## src/rtl/vga_pkg.sv

```systemverilog
// rtl/vga_pkg.sv - shared VGA timing defaults, pixel and coordinate types
// Contents: 640x480@60 timing constants (*_DEF), line/frame totals,
// TRANSPARENT colour key, pixel_t (RGB332) and coord_t (10-bit).
package vga_pkg;
    localparam int H_VISIBLE_DEF = 640;
    localparam int H_FP_DEF      = 16;
    localparam int H_SYNC_DEF    = 96;
    localparam int H_BP_DEF      = 48;
    localparam int V_VISIBLE_DEF = 480;
    localparam int V_FP_DEF      = 10;
    localparam int V_SYNC_DEF    = 2;
    localparam int V_BP_DEF      = 33;
    localparam int H_TOTAL_DEF   = H_VISIBLE_DEF + H_FP_DEF + H_SYNC_DEF + H_BP_DEF;
    localparam int V_TOTAL_DEF   = V_VISIBLE_DEF + V_FP_DEF + V_SYNC_DEF + V_BP_DEF;

    typedef logic [7:0] pixel_t;
    typedef logic [9:0] coord_t;

    localparam pixel_t TRANSPARENT = 8'hFC;
endpackage

```

## src/rtl/vga_scan_timing_if.sv

```systemverilog
// rtl/vga_scan_timing_if.sv - scan timing outputs bundled for the selector/connector
// Signals: pix_en, x_ptr, y_ptr, video_on, hsync, vsync, frame_tick, anim_phase.
// Modports: master (timing generator drives), slave (selector/connector reads).
interface vga_scan_timing_if;
    import vga_pkg::*;

    logic   pix_en;
    coord_t x_ptr;
    coord_t y_ptr;
    logic   video_on;
    logic   hsync;
    logic   vsync;
    logic   frame_tick;
    logic   anim_phase;

    modport master (
        output pix_en, x_ptr, y_ptr, video_on, hsync, vsync, frame_tick, anim_phase
    );
    modport slave (
        input  pix_en, x_ptr, y_ptr, video_on, hsync, vsync, frame_tick, anim_phase
    );
endinterface

```

## src/rtl/vga_sync_delay.sv

```systemverilog
// rtl/vga_sync_delay.sv - DEPTH-stage shift register for {hsync, vsync, video_on}
// Ports: clk, rst_n (async active-low), din[2:0], dout[2:0] = {hsync, vsync, video_on}.
// DEPTH=0 is a combinational pass-through; stages reset to {1,1,0} (syncs idle high).
module vga_sync_delay #(
    parameter int DEPTH = 1
) (
    input  logic       clk,
    input  logic       rst_n,
    input  logic [2:0] din,
    output logic [2:0] dout
);
    localparam logic [2:0] IDLE = 3'b110;

    if (DEPTH == 0) begin : g_pass
        assign dout = din;
    end else begin : g_shift
        logic [DEPTH-1:0][2:0] stage;

        always_ff @(posedge clk or negedge rst_n) begin
            if (!rst_n) begin
                stage <= {DEPTH{IDLE}};
            end else begin
                stage[0] <= din;
                for (int i = 1; i < DEPTH; i++) begin
                    stage[i] <= stage[i-1];
                end
            end
        end

        assign dout = stage[DEPTH-1];
    end
endmodule

```

## src/rtl/vga_scan_timing.sv

```systemverilog
// rtl/vga_scan_timing.sv - 640x480@60 VGA scan timing generator (pixel enable, x/y, syncs)
// Ports: clk, rst_n (async active-low), bus (vga_scan_timing_if.master).
// Optional feature macro VGA_SCAN_ANIM_EN: when defined, anim_phase toggles every
// ANIM_FRAMES frames; when undefined the frame counter is absent and anim_phase is 0.
module vga_scan_timing
    import vga_pkg::*;
#(
    parameter int CLK_DIV     = 2,
    parameter int H_VISIBLE   = vga_pkg::H_VISIBLE_DEF,
    parameter int H_FP        = vga_pkg::H_FP_DEF,
    parameter int H_SYNC      = vga_pkg::H_SYNC_DEF,
    parameter int H_BP        = vga_pkg::H_BP_DEF,
    parameter int V_VISIBLE   = vga_pkg::V_VISIBLE_DEF,
    parameter int V_FP        = vga_pkg::V_FP_DEF,
    parameter int V_SYNC      = vga_pkg::V_SYNC_DEF,
    parameter int V_BP        = vga_pkg::V_BP_DEF,
    parameter int SYNC_DELAY  = 1,
    parameter int ANIM_FRAMES = 30
) (
    input  logic               clk,
    input  logic               rst_n,
    vga_scan_timing_if.master  bus
);
    localparam int H_TOTAL  = H_VISIBLE + H_FP + H_SYNC + H_BP;
    localparam int V_TOTAL  = V_VISIBLE + V_FP + V_SYNC + V_BP;
    localparam int HS_START = H_VISIBLE + H_FP;
    localparam int HS_END   = HS_START + H_SYNC;
    localparam int VS_START = V_VISIBLE + V_FP;
    localparam int VS_END   = VS_START + V_SYNC;

    localparam int DIV_W = (CLK_DIV > 1) ? $clog2(CLK_DIV) : 1;
    localparam logic [DIV_W-1:0] DIV_LAST = DIV_W'(CLK_DIV - 1);
    localparam coord_t H_LAST = coord_t'(H_TOTAL - 1);
    localparam coord_t V_LAST = coord_t'(V_TOTAL - 1);

    if (H_TOTAL > 1024 || V_TOTAL > 1024) begin : g_bad_total
        $error("vga_scan_timing: H_TOTAL/V_TOTAL do not fit 10-bit coordinates");
    end

    logic [DIV_W-1:0] div_cnt;
    logic             pix_en_q;
    logic             frame_tick_q;
    coord_t           x;
    coord_t           y;
    logic             frame_wrap;

    // The last slot of the frame: x and y both roll over on this pixel enable.
    assign frame_wrap = pix_en_q && (x == H_LAST) && (y == V_LAST);

    always_ff @(posedge clk or negedge rst_n) begin
        if (!rst_n) begin
            div_cnt      <= '0;
            pix_en_q     <= 1'b0;
            frame_tick_q <= 1'b0;
            x            <= '0;
            y            <= '0;
        end else begin
            pix_en_q     <= (div_cnt == DIV_LAST);
            div_cnt      <= (div_cnt == DIV_LAST) ? '0 : div_cnt + 1'b1;
            frame_tick_q <= frame_wrap;
            if (pix_en_q) begin
                if (x == H_LAST) begin
                    x <= '0;
                    y <= (y == V_LAST) ? '0 : y + 1'b1;
                end else begin
                    x <= x + 1'b1;
                end
            end
        end
    end

`ifdef VGA_SCAN_ANIM_EN
    localparam int FRM_W = (ANIM_FRAMES > 1) ? $clog2(ANIM_FRAMES) : 1;
    localparam logic [FRM_W-1:0] FRM_LAST = FRM_W'(ANIM_FRAMES - 1);

    logic [FRM_W-1:0] frame_cnt;
    logic             anim_q;

    // Updated on the same edge that raises frame_tick, so the new phase
    // is already valid during the first pixel of the new frame.
    always_ff @(posedge clk or negedge rst_n) begin
        if (!rst_n) begin
            frame_cnt <= '0;
            anim_q    <= 1'b0;
        end else if (frame_wrap) begin
            if (frame_cnt == FRM_LAST) begin
                frame_cnt <= '0;
                anim_q    <= ~anim_q;
            end else begin
                frame_cnt <= frame_cnt + 1'b1;
            end
        end
    end

    assign bus.anim_phase = anim_q;
`else
    assign bus.anim_phase = 1'b0;
`endif

    logic [2:0] raw;
    logic [2:0] dly;

    always_comb begin
        raw    = 3'b110;
        raw[2] = !((int'(x) >= HS_START) && (int'(x) < HS_END));
        raw[1] = !((int'(y) >= VS_START) && (int'(y) < VS_END));
        raw[0] = (int'(x) < H_VISIBLE) && (int'(y) < V_VISIBLE);
    end

    // Syncs and blanking are delayed to line up with the selector's registered RGB.
    vga_sync_delay #(
        .DEPTH (SYNC_DELAY)
    ) u_sync_delay (
        .clk   (clk),
        .rst_n (rst_n),
        .din   (raw),
        .dout  (dly)
    );

    assign bus.pix_en     = pix_en_q;
    assign bus.x_ptr      = x;
    assign bus.y_ptr      = y;
    assign bus.frame_tick = frame_tick_q;
    assign bus.hsync      = dly[2];
    assign bus.vsync      = dly[1];
    assign bus.video_on   = dly[0];
endmodule

```

## src/flat_wrapper.sv

```systemverilog
// flat-port wrapper written by rule: the top's interface ports become plain ports
module vga_scan_timing_flat import vga_pkg::*;
#(
    parameter int CLK_DIV     = 2,
    parameter int H_VISIBLE   = vga_pkg::H_VISIBLE_DEF,
    parameter int H_FP        = vga_pkg::H_FP_DEF,
    parameter int H_SYNC      = vga_pkg::H_SYNC_DEF,
    parameter int H_BP        = vga_pkg::H_BP_DEF,
    parameter int V_VISIBLE   = vga_pkg::V_VISIBLE_DEF,
    parameter int V_FP        = vga_pkg::V_FP_DEF,
    parameter int V_SYNC      = vga_pkg::V_SYNC_DEF,
    parameter int V_BP        = vga_pkg::V_BP_DEF,
    parameter int SYNC_DELAY  = 1,
    parameter int ANIM_FRAMES = 30
)
  (clk, rst_n, bus_pix_en, bus_x_ptr, bus_y_ptr, bus_video_on, bus_hsync, bus_vsync, bus_frame_tick, bus_anim_phase);
  vga_scan_timing_if bus_i ();
  input  logic clk;
  input  logic rst_n;
  output wire logic [$bits(bus_i.pix_en)-1:0] bus_pix_en;
  output wire logic [$bits(bus_i.x_ptr)-1:0] bus_x_ptr;
  output wire logic [$bits(bus_i.y_ptr)-1:0] bus_y_ptr;
  output wire logic [$bits(bus_i.video_on)-1:0] bus_video_on;
  output wire logic [$bits(bus_i.hsync)-1:0] bus_hsync;
  output wire logic [$bits(bus_i.vsync)-1:0] bus_vsync;
  output wire logic [$bits(bus_i.frame_tick)-1:0] bus_frame_tick;
  output wire logic [$bits(bus_i.anim_phase)-1:0] bus_anim_phase;
  assign bus_pix_en = bus_i.pix_en;
  assign bus_x_ptr = bus_i.x_ptr;
  assign bus_y_ptr = bus_i.y_ptr;
  assign bus_video_on = bus_i.video_on;
  assign bus_hsync = bus_i.hsync;
  assign bus_vsync = bus_i.vsync;
  assign bus_frame_tick = bus_i.frame_tick;
  assign bus_anim_phase = bus_i.anim_phase;
  vga_scan_timing #(.CLK_DIV(CLK_DIV), .H_VISIBLE(H_VISIBLE), .H_FP(H_FP), .H_SYNC(H_SYNC), .H_BP(H_BP), .V_VISIBLE(V_VISIBLE), .V_FP(V_FP), .V_SYNC(V_SYNC), .V_BP(V_BP), .SYNC_DELAY(SYNC_DELAY), .ANIM_FRAMES(ANIM_FRAMES)) u_core (.clk(clk), .rst_n(rst_n), .bus(bus_i));
endmodule
```

## config.mk

```make
export PLATFORM = sky130hd
export DESIGN_NAME = vga_scan_timing_flat
export DESIGN_NICKNAME = d
export VERILOG_FILES = /design/src/rtl/vga_pkg.sv /design/src/rtl/vga_scan_timing_if.sv /design/src/rtl/vga_sync_delay.sv /design/src/rtl/vga_scan_timing.sv /design/src/flat_wrapper.sv
export SDC_FILE = /design/constraint.sdc
export NUM_CORES = 1
export LEC_CHECK = 0
export ABC_AREA = 1
export BUFFER_PORTS_ARGS = -buffer_cell sky130_fd_sc_hd__buf_2
export CORE_UTILIZATION = 51
export DETAILED_ROUTE_END_ITERATION = 16
export PLACE_DENSITY = 0.71
export SETUP_SLACK_MARGIN = 0.05
export SYNTH_ARGS = -nofsm -noshare
export SYNTH_HDL_FRONTEND = slang
export SYNTH_SLANG_ARGS = --single-unit
```

## constraint.sdc

```tcl
create_clock -name clk -period 2.97 [get_ports clk]
set_input_delay 0.297 -clock clk [delete_from_list [all_inputs] [get_ports clk]]
set_output_delay 0.297 -clock clk [all_outputs]
set_load 0.02 [all_outputs]
```

==> results of run 1 <==
## cells in the mapped netlist, drive strengths merged
| master | instances | area, sq um |
|---|---|---|
| dfstp | 2 | 52.55 |
| ha | 4 | 50.05 |
| nand4 | 7 | 58.81 |
| nor2 | 26 | 126.4 |
| inv | 21 | 83.83 |
| conb | 1 | 3.750 |
| nand2 | 32 | 122.6 |
| or2 | 1 | 6.260 |
| a31o | 1 | 8.760 |
| xor2 | 3 | 26.28 |
| o31ai | 1 | 7.510 |
| a21oi | 3 | 15.01 |
| dfrtp | 24 | 600.6 |
| nor3 | 6 | 30.03 |
| xnor2 | 2 | 17.52 |
| nand3 | 17 | 85.08 |
| buf | 1 | 7.510 |
| o21ai | 14 | 85.08 |
## where the power goes
part | switching (uW) | internal, uW | total (uW)
clock network | 97.2 | 47.5 | 145
logic | 7.56 | 1.32 | 8.88
registers | 0 | 354 | 354
## registers in the layout, summed over array words and instances (netlist names)
register                  count
u_core.bus.x_ptr             10
u_core.bus.y_ptr             10
u_core.u_sync_delay.dout      3
u_core.bus.frame_tick         1
u_core.bus.pix_en             1
u_core.div_cnt                1
## metal layers
| layer | up-vias | share of wire, % | global-route usage, % | wire length, microns |
|---|---|---|---|---|
| met5 | - | 0 | 0 | 0 |
| met4 | 0 | 1.4 | 8.120 | 39 |
| met3 | 5 | 4.7 | 2.542 | 129 |
| met2 | 38 | 45 | 34.55 | 1234 |
| met1 | 551 | 48 | 32.12 | 1319 |
| li1 | 601 | - | - | - |
## worst paths after layout
path,start,to,slack [ns],depth (start not counted)
worst max-delay path,u_core.bus.y_ptr[0],u_core.bus.y_ptr[3],1.40,7
worst min-delay path,u_core.div_cnt,u_core.bus.pix_en,0.40,0
worst max register to register,u_core.bus.y_ptr[0],u_core.bus.y_ptr[3],1.40,7
worst min register to register,u_core.div_cnt,u_core.bus.pix_en,0.40,0
max in group asynchronous,rst_n,u_core.u_sync_delay.dout[1],2.11,2
min in group asynchronous,rst_n,u_core.bus.x_ptr[7],0.48,2
## repair_timing
action / CTS / global route
hold endpoints to repair: 24 / 0
setup endpoints to repair: 0 / 0
hold buffers: 1 / 0
## logic make-up (layout without fill, tap and decap cells)
group,Yosys count,after routing,synth area share [%]
DFF,26,26,47.07
adders and majority gates,4,4,3.607
AOI/OAI and AO/OA,19,19,8.386
buffers and inverters,22,51,6.583
xor gates and xnor gates,5,5,3.157
other,1,1,0.2703
and+or+nand+nor,89,89,30.93
## critical path, cell delays in order, from the launching register on
cell	delay, ns
dfrtp_1	0.49
inv_1	0.14
ha_1	0.16
nand2_1	0.06
nor2_1	0.10
nand3_1	0.24
a21oi_1	0.21
nor2_1	0.07
## per-stage QoR
step	power [uW]	util [%]	setup slack, ns	hold slack, ns	std cells
2_1_floorplan	362.9	-	1.514	0.001409	166
3_3_place_gp	369.0	61.36	1.486	0.3123	221
3_5_place_dp	369.4	61.36	1.456	0.3253	221
4_1_cts	516.7	62.65	1.415	0.4061	225
5_1_grt	529.6	62.65	1.274	0.4165	225
6_report	507.6	62.65	1.403	0.4029	225
## final cells by class
type                       count  area [sq um]  share of cell area (%)
sequential                    26         653.1                   41.33
multi-input combinational    118         643.1                   40.70
timing repair buffer          27         140.1                   8.868
inverter                      21         83.83                   5.305
tap                           30         37.54                   2.375
clock buffer                   3         22.52                   1.425
==> impl_results.md, run 1 <==
* CTS tree: yes
* PwrDens at 321.2 mW/mm^2
* CTS-repair resized insts at 0
* Worst EP required at 3.18 ns
* Final Hold Fails at 0
* FILL cells at 224
* Reg clk slew, reported paths at 0.13 ns
* Post-Syn Area at 0.001388 sq mm
* RSZ-0062 raised after global routing: false
* Peak VDD IR at 0.0002197 V
* Finished Cell Area at 0.001580 sq mm
* CTS Sinks at 26
* GRT Resource Usage Total at 22.48%
* CP Max Fanout at 8
* Largest net degree at the start of global routing at 27
* Clk buf depth at 2
* # diodes at 0
* Die height at 54.16 microns
* Syn Nets at 172
* Worst Hold Class: reg2reg
* DR vias/cell at 5.311
* Die area at 0.002933 sq mm
* CP Capture Type: flip-flop
* Placed inst area at 0.001548 sq mm
* Commonest non-fill, non-tap cells in the layout: 31 x nand2_1, 26 x buf_2, 24 x dfrtp_1
* H-tree levels at 1
* Data arrival time of the critical path at 1.78 ns
* Max_slew headroom at 63.06%
* Yosys reg bits at 26
* Synthesized instance count at 166
* Fmax at 638.1 MHz
* CTS root buf: clkbuf_4
* Yosys cell types at 27
* Lkg Pwr at 0.0007973 uW
* Critical Path Source Type: flip-flop
* DRT Pass-1 Iters at 4
* Syn. warnings at 0
* Port-buffer cells at 26
* Die W at 54.16 microns
* Initial antenna violation count at 0
* Via count at 1195
* I/O Pins at 28
* Cell Rows at 18
* Detailed Route WL at 2722 microns
* Skew final at 0.005372 ns
* Setup TNS at 0 ns
* Post-synthesis sequential area ratio at 47.07%
* Nets at 203
* Total CTS buffers at 3
* Post-route ant nets at 0
* Total gr overflow at 0
* Number of setup buffers added after CTS at 0
* Clk Latency, worst-skew pair at 0.31 ns
* Measured slew at the worst slew-check pin at 0.5541 ns
* Dpl hpwl at 2027 microns
* Crit path time final at 1.567 ns
* Global-route wire length before repair at 4754 microns
* Initial DRC Count at 21
* Count of pins over their slew limit at 0
* Max-cap violations at 0
* DRC errors left at 0
* Initial core utilization at 55.01%
* Final period utilization at 52.77%
* Area grow syn2layout at 13.89%
* Crit Path Class: reg2reg
* Core ar. at 0.002522 sq mm
* Outcome: complete, no violations
* Drt wl/cell at 12.10 microns
* GPL Wtd Cong at 0.8334
* Number of global-route vias before repair at 1090
* Endpoints failing setup at 0
* Share of layout cells above drive strength 1 at 23.59%
* Mean Syn Cell Area at 8.359 sq um
* Most common cell after layout, fill and taps aside: nand2_1
Power figures use the tool's default switching activity.
==> inputs of run 2 (changes only) <==
- CORE_UTILIZATION: 51 -> 48
- PLACE_DENSITY: 0.71 -> 0.7
- clock period: 2.97 -> 1.4 ns (I/O delays scaled with it)
==> run 2 against run 1 <==
  * Power increased by 120%
  * Clock power is 130% higher
  * Register-to-register slack worse by 1.3 ns
  * Maximum frequency is 18% higher
  * Setup slack worse by 1.3 ns
  * Worst hold slack worse by 0.078 ns
  * Final cell count is 9.8% higher
  * Largest cell class is now multi-input combinational cells
==> impl_results.md, run 2 (synthesis gave the netlist of run 1 again) <==
* Total CTS buffers at 3
* Die area at 0.003110 sq mm
* Fmax at 751.5 MHz
* Crit path cell chain: ha_4 -> inv_2 -> nor2_4 -> nand4_4 -> buf_4 -> nor2_4 -> o21ai_0
* Post-route ant nets at 0
* # diodes at 0
* CTS Sinks at 26
* CP Max Fanout at 4
* Final period utilization at 95.05%
* Measured slew at the worst slew-check pin at 0.5764 ns
* Initial antenna violation count at 0
* Area grow syn2layout at 32.55%
* Data arrival time of the critical path at 1.56 ns
* WP buf/inv at 2
* Core ar. at 0.002758 sq mm
* CP Capture Type: flip-flop
* Endpoints failing setup at 0
* Via count at 1295
* Crit Path Class: reg2reg
* Number of global-route vias before repair at 1203
* Drt wl/cell at 12.62 microns
* GPL Wtd Cong at 0.8684
* Placed Cells at 234
* Initial core utilization at 50.32%
* Multi-input logic area at 740.7 sq um
* Worst EP required at 1.63 ns
* Critical Path Source Type: flip-flop
* I/O Pins at 28
* Most common cell after layout, fill and taps aside: buf_2
* Detailed Route WL at 3117 microns
* DR vias/cell at 5.243
* Die W at 55.77 microns
* Reg clk slew, reported paths at 0.14 ns
* Global-route wire length before repair at 5264 microns
* H-tree levels at 1
* Commonest non-fill, non-tap cells in the layout: 26 x buf_2, 25 x nand2_1, 19 x buf_4
* Final Hold Fails at 0
* Dpl hpwl at 2178 microns
* Worst path top cell family by delay: flip-flops
* Clk buf depth at 2
* Finished Layout Cells at 247
* Clk Latency, worst-skew pair at 0.33 ns
* Setup slack after placement at -0.009686 ns
* Die height at 55.77 microns
* Register area at 664.4 sq um
* GRT Resource Usage Total at 21.33%
* PwrDens at 600.6 mW/mm^2
* Share of layout cells above drive strength 1 at 44.91%
* Power consumption at 1105 uW
* Nets at 223
* Setup TNS at 0 ns
* Crit path time final at 1.331 ns
* CTS root buf: clkbuf_4
* Initial DRC Count at 23
* Skew final at 0.005361 ns
* DRC errors left at 0
* CTS tree: yes
* DRT Pass-1 Iters at 4
* Count of pins over their slew limit at 0
* Port-buffer cells at 26
* Max stage delay cell, worst path: dfrtp_2
* Worst Hold Class: in2async
* Max-cap violations at 0
* Largest net degree at the start of global routing at 27
* Slack of the critical path at 0.06936 ns
* RSZ-0062 raised after global routing: true
* CP peak stage delay at 0.41 ns
* FILL cells at 233
* Cell Rows at 19
* Max_slew headroom at 61.57%
* Total gr overflow at 0
* Peak VDD IR at 0.0007327 V
* Hold slack at 0.3252 ns
* Outcome: complete, no violations
* Lkg Pwr at 0.0008872 uW
* Top cell by count, worst path: nor2_4
## run 2: cell count changes in the layout (fill, tap and decap cells not counted), moves of 3 or more
cell | previous run | this run
nor2_4 | 1 | 4
buf_4 | 0 | 19
dfrtp_1 | 24 | 15
nor2_1 | 22 | 17
dfrtp_2 | 0 | 9
nand2_1 | 31 | 25
nand2_2 | 1 | 7
inv_1 | 18 | 15
nor2_2 | 2 | 5
inv_2 | 2 | 5
## run 2: repair_timing
action | in CTS | in global routing
gates cloned | 1 | 0
hold buffers | 1 | 0
setup endpoints to repair | 11 | 17
hold endpoints to repair | 24 | 0
setup buffers | 4 | 3
gates resized for setup | 3 | 21
pin swaps | 2 | 9
## run 2: path summary, 6_finish.rpt
kind | slack (ns) | endpoint | start | depth (start not counted)
max | 0.07 | u_core.bus.y_ptr[7] | u_core.bus.x_ptr[1] | 7
min in group clk | 0.39 | u_core.bus.pix_en | u_core.div_cnt | 0
max reg2reg | 0.07 | u_core.bus.y_ptr[7] | u_core.bus.x_ptr[1] | 7
max in group asynchronous | 0.66 | u_core.bus.y_ptr[0] | rst_n | 2
min | 0.33 | u_core.bus.y_ptr[9] | rst_n | 2
min reg2reg | 0.39 | u_core.bus.pix_en | u_core.div_cnt | 0
## run 2: where the power goes
part,internal (uW),switching (uW),leakage (uW),total [uW]
combinational,2.81,16.6,0.000548,19.4
clock,112,222,0.0000150,334
sequential,751,0,0.000324,751
total,866,239,0.000887,1100
## run 2: layer usage
layer | routed length, microns | vias up | GRT usage (%)
li1 | - | 640 | -
met5 | 0 | - | 0
met3 | 143 | 7 | 3.488
met4 | 52 | 0 | 7.500
met1 | 1494 | 612 | 30.15
met2 | 1426 | 36 | 33.22
## run 2: per-stage QoR
stage	area, sq um	utilization, %
floorplan	1420	-
global placement	1672	60.62
detailed placement	1672	60.62
CTS	1762	63.88
global route	1839	66.70
finish	1839	66.70
## run 2: final cells by class
type	instances	share of cell area, %
clock buffer	4	1.429
inverter	21	4.694
multi-input combinational	119	40.27
sequential	26	36.12
tap	31	2.109
timing repair buffer	46	15.37
==> inputs of run 3 (changes only) <==
- CORE_MARGIN: not set -> 10
==> run 3 against run 2 <==
  * Power rose by 0.81%
  * Global-route usage shrank 8.1 points
  * Sequential power hardly changed
  * Combinational power hardly changed
  * Critical endpoint is now u_core.bus.y_ptr[3]
  * Clock-buffer cell count unchanged
  * Largest cell class unchanged
==> impl_results.md, run 3 (synthesis gave the netlist of run 1 again) <==
* DRC errors left at 0
* RR Startpoint: u_core.bus.x_ptr[1]
* Port-buffer cells at 26
* PwrDens at 585.2 mW/mm^2
* RSZ-0062 raised after global routing: true
* R2R Path End: u_core.bus.y_ptr[3]
* R2R depth at 9
* Initial antenna violation count at 0
* Sw Share at 22.25%
* Nets at 227
* Final period utilization at 98.86%
* Worst Hold Class: in2async
* Core ar. at 0.002758 sq mm
* Critical Path Source Type: flip-flop
* Core Util, Final at 69.01%
* Skew final at 0.003569 ns
* Final Hold Fails at 0
* Max_slew headroom at 61.46%
* Fmax at 722.5 MHz
* GPL Wtd Cong at 0.7961
* Combinational Power Share at 1.8%
* Max-cap violations at 0
* Initial DRC Count at 82
* Worst EP required at 1.67 ns
* Share of layout cells above drive strength 1 at 48.18%
* Global-route wire length before repair at 5830 microns
* Detailed Route WL at 3737 microns
* GRT Resource Usage Total at 13.20%
* Die height at 73.77 microns
* Data arrival time of the critical path at 1.65 ns
* Reg clk slew, reported paths at 0.14 ns
* CTS tree: yes
* Commonest non-fill, non-tap cells in the layout: 25 x buf_2, 24 x nand2_1, 22 x buf_4
* Count of pins over their slew limit at 0
* Number of global-route vias before repair at 1294
* Crit path time final at 1.384 ns
* Crit Path Class: reg2reg
* Worst path top cell family by delay: simple AND/OR/NAND/NOR gates
* Clk Latency, worst-skew pair at 0.33 ns
* Crit path cell chain: ha_4 -> inv_4 -> nor2_4 -> buf_4 -> nand4_1 -> buf_6 -> nor2_2 -> nor2_1 -> nor2_1
* Lkg Pwr at 0.0009228 uW
* Internal at 865.9 uW
* Dpl hpwl at 2462 microns
* Cell Rows at 19
* Drt wl/cell at 14.89 microns
* H-tree levels at 1
* Post-route ant nets at 0
* Flop pwr share at 67.5%
* Peak VDD IR at 0.0004646 V
* CP Max Fanout at 6
* DR vias/cell at 5.331
* Max stage delay cell, worst path: dfrtp_2
* Total CTS buffers at 3
* Initial core utilization at 50.32%
* Switching power at 247.8 uW
* Die W at 73.77 microns
* Measured slew at the worst slew-check pin at 0.5780 ns
* Outcome: complete, no violations
* Top cell by count, worst path: nor2_1
* Endpoints failing setup at 0
* I/O Pins at 28
* Power consumption at 1114 uW
* Total gr overflow at 0
* CP Capture Type: flip-flop
* CTS root buf: clkbuf_4
* FF-to-FF setup slack at 0.02 ns
* Via count at 1338
* Area grow syn2layout at 37.15%
* Most common cell after layout, fill and taps aside: buf_2
* # diodes at 0
* CP peak stage delay at 0.42 ns
* Clk buf depth at 2
* DRT Pass-1 Iters at 4
* Die area at 0.005441 sq mm
* Clock power share at 30.8%
* Largest net degree at the start of global routing at 27
* CTS Sinks at 26
* WP buf/inv at 3
run 3: power by group through the flow:
stage	logic, uW	clock network (uW)	registers, uW
after global routing	22.4	376	752
after CTS	20.8	347	751
after detailed placement	18.6	0	765
final	19.5	343	751
after floorplan	4.47	0	765
after global placement	18.4	0	765
run 3: worst max-delay path by stage:
| stage | startpoint | to | slack, ns | cells past startpoint |
|---|---|---|---|---|
| final | u_core.bus.x_ptr[1] | u_core.bus.y_ptr[3] | 0.02 | 9 |
| after global routing | u_core.bus.x_ptr[1] | u_core.bus.y_ptr[3] | -0.06 | 9 |
| after CTS | u_core.bus.x_ptr[6] | u_core.bus.y_ptr[8] | 0.05 | 6 |
| after detailed placement | u_core.bus.y_ptr[0] | u_core.bus.y_ptr[3] | 0.03 | 7 |
| after global placement | u_core.bus.y_ptr[0] | u_core.bus.y_ptr[3] | 0.05 | 7 |
| after floorplan | u_core.bus.y_ptr[1] | u_core.bus.y_ptr[2] | 0.05 | 7 |
run 3: layout make-up:
cell class,instances,area [sq um]
well taps,31,38.79
multi-input cells,119,762.0
repair buffers,50,322.8
inverters,21,88.84
flip-flops and latches,26,664.4
clock buffers,4,26.28
fillers,217,854.6
run 3: repair_timing:
| action | CTS | global route |
|---|---|---|
| endpoints found under the hold margin | 24 | 0 |
| pin swaps | 1 | 10 |
| buffers inserted | 3 | 8 |
| gates resized for setup | 3 | 34 |
| hold buffers | 1 | 0 |
| setup endpoints to repair | 9 | 15 |
| gates cloned | 1 | 0 |
run 3: worst reg2reg max path, stage by stage (launching register included):
cell     delay, ns
dfrtp_2       0.42
ha_4          0.15
inv_4         0.04
nor2_4        0.10
buf_4         0.11
nand4_1       0.11
buf_6         0.17
nor2_2        0.10
nor2_1        0.04
nor2_1        0.08
run 3: per-layer routing:
layer,GRT usage [%],wire length (microns),vias to the layer above
li1,-,-,655
met1,17.12,1568,635
met2,19.89,1817,41
met3,3.903,284,7
met4,5.383,66,0
met5,0,0,-
run 3: metrics by stage:
step	cell area [sq um]	cells	hold WS [ns]	worst slack [ns]	TNS (ns)
2_1_floorplan	1420	166	-0.1556	0.05175	0
4_1_cts	1749	243	0.3475	0.05147	0
3_5_place_dp	1672	234	0.1737	0.02527	0
3_3_place_gp	1672	234	0.1697	0.05135	0
6_report	1903	251	0.3224	0.01600	0
5_1_grt	1903	251	0.3572	-0.06092	-0.4848
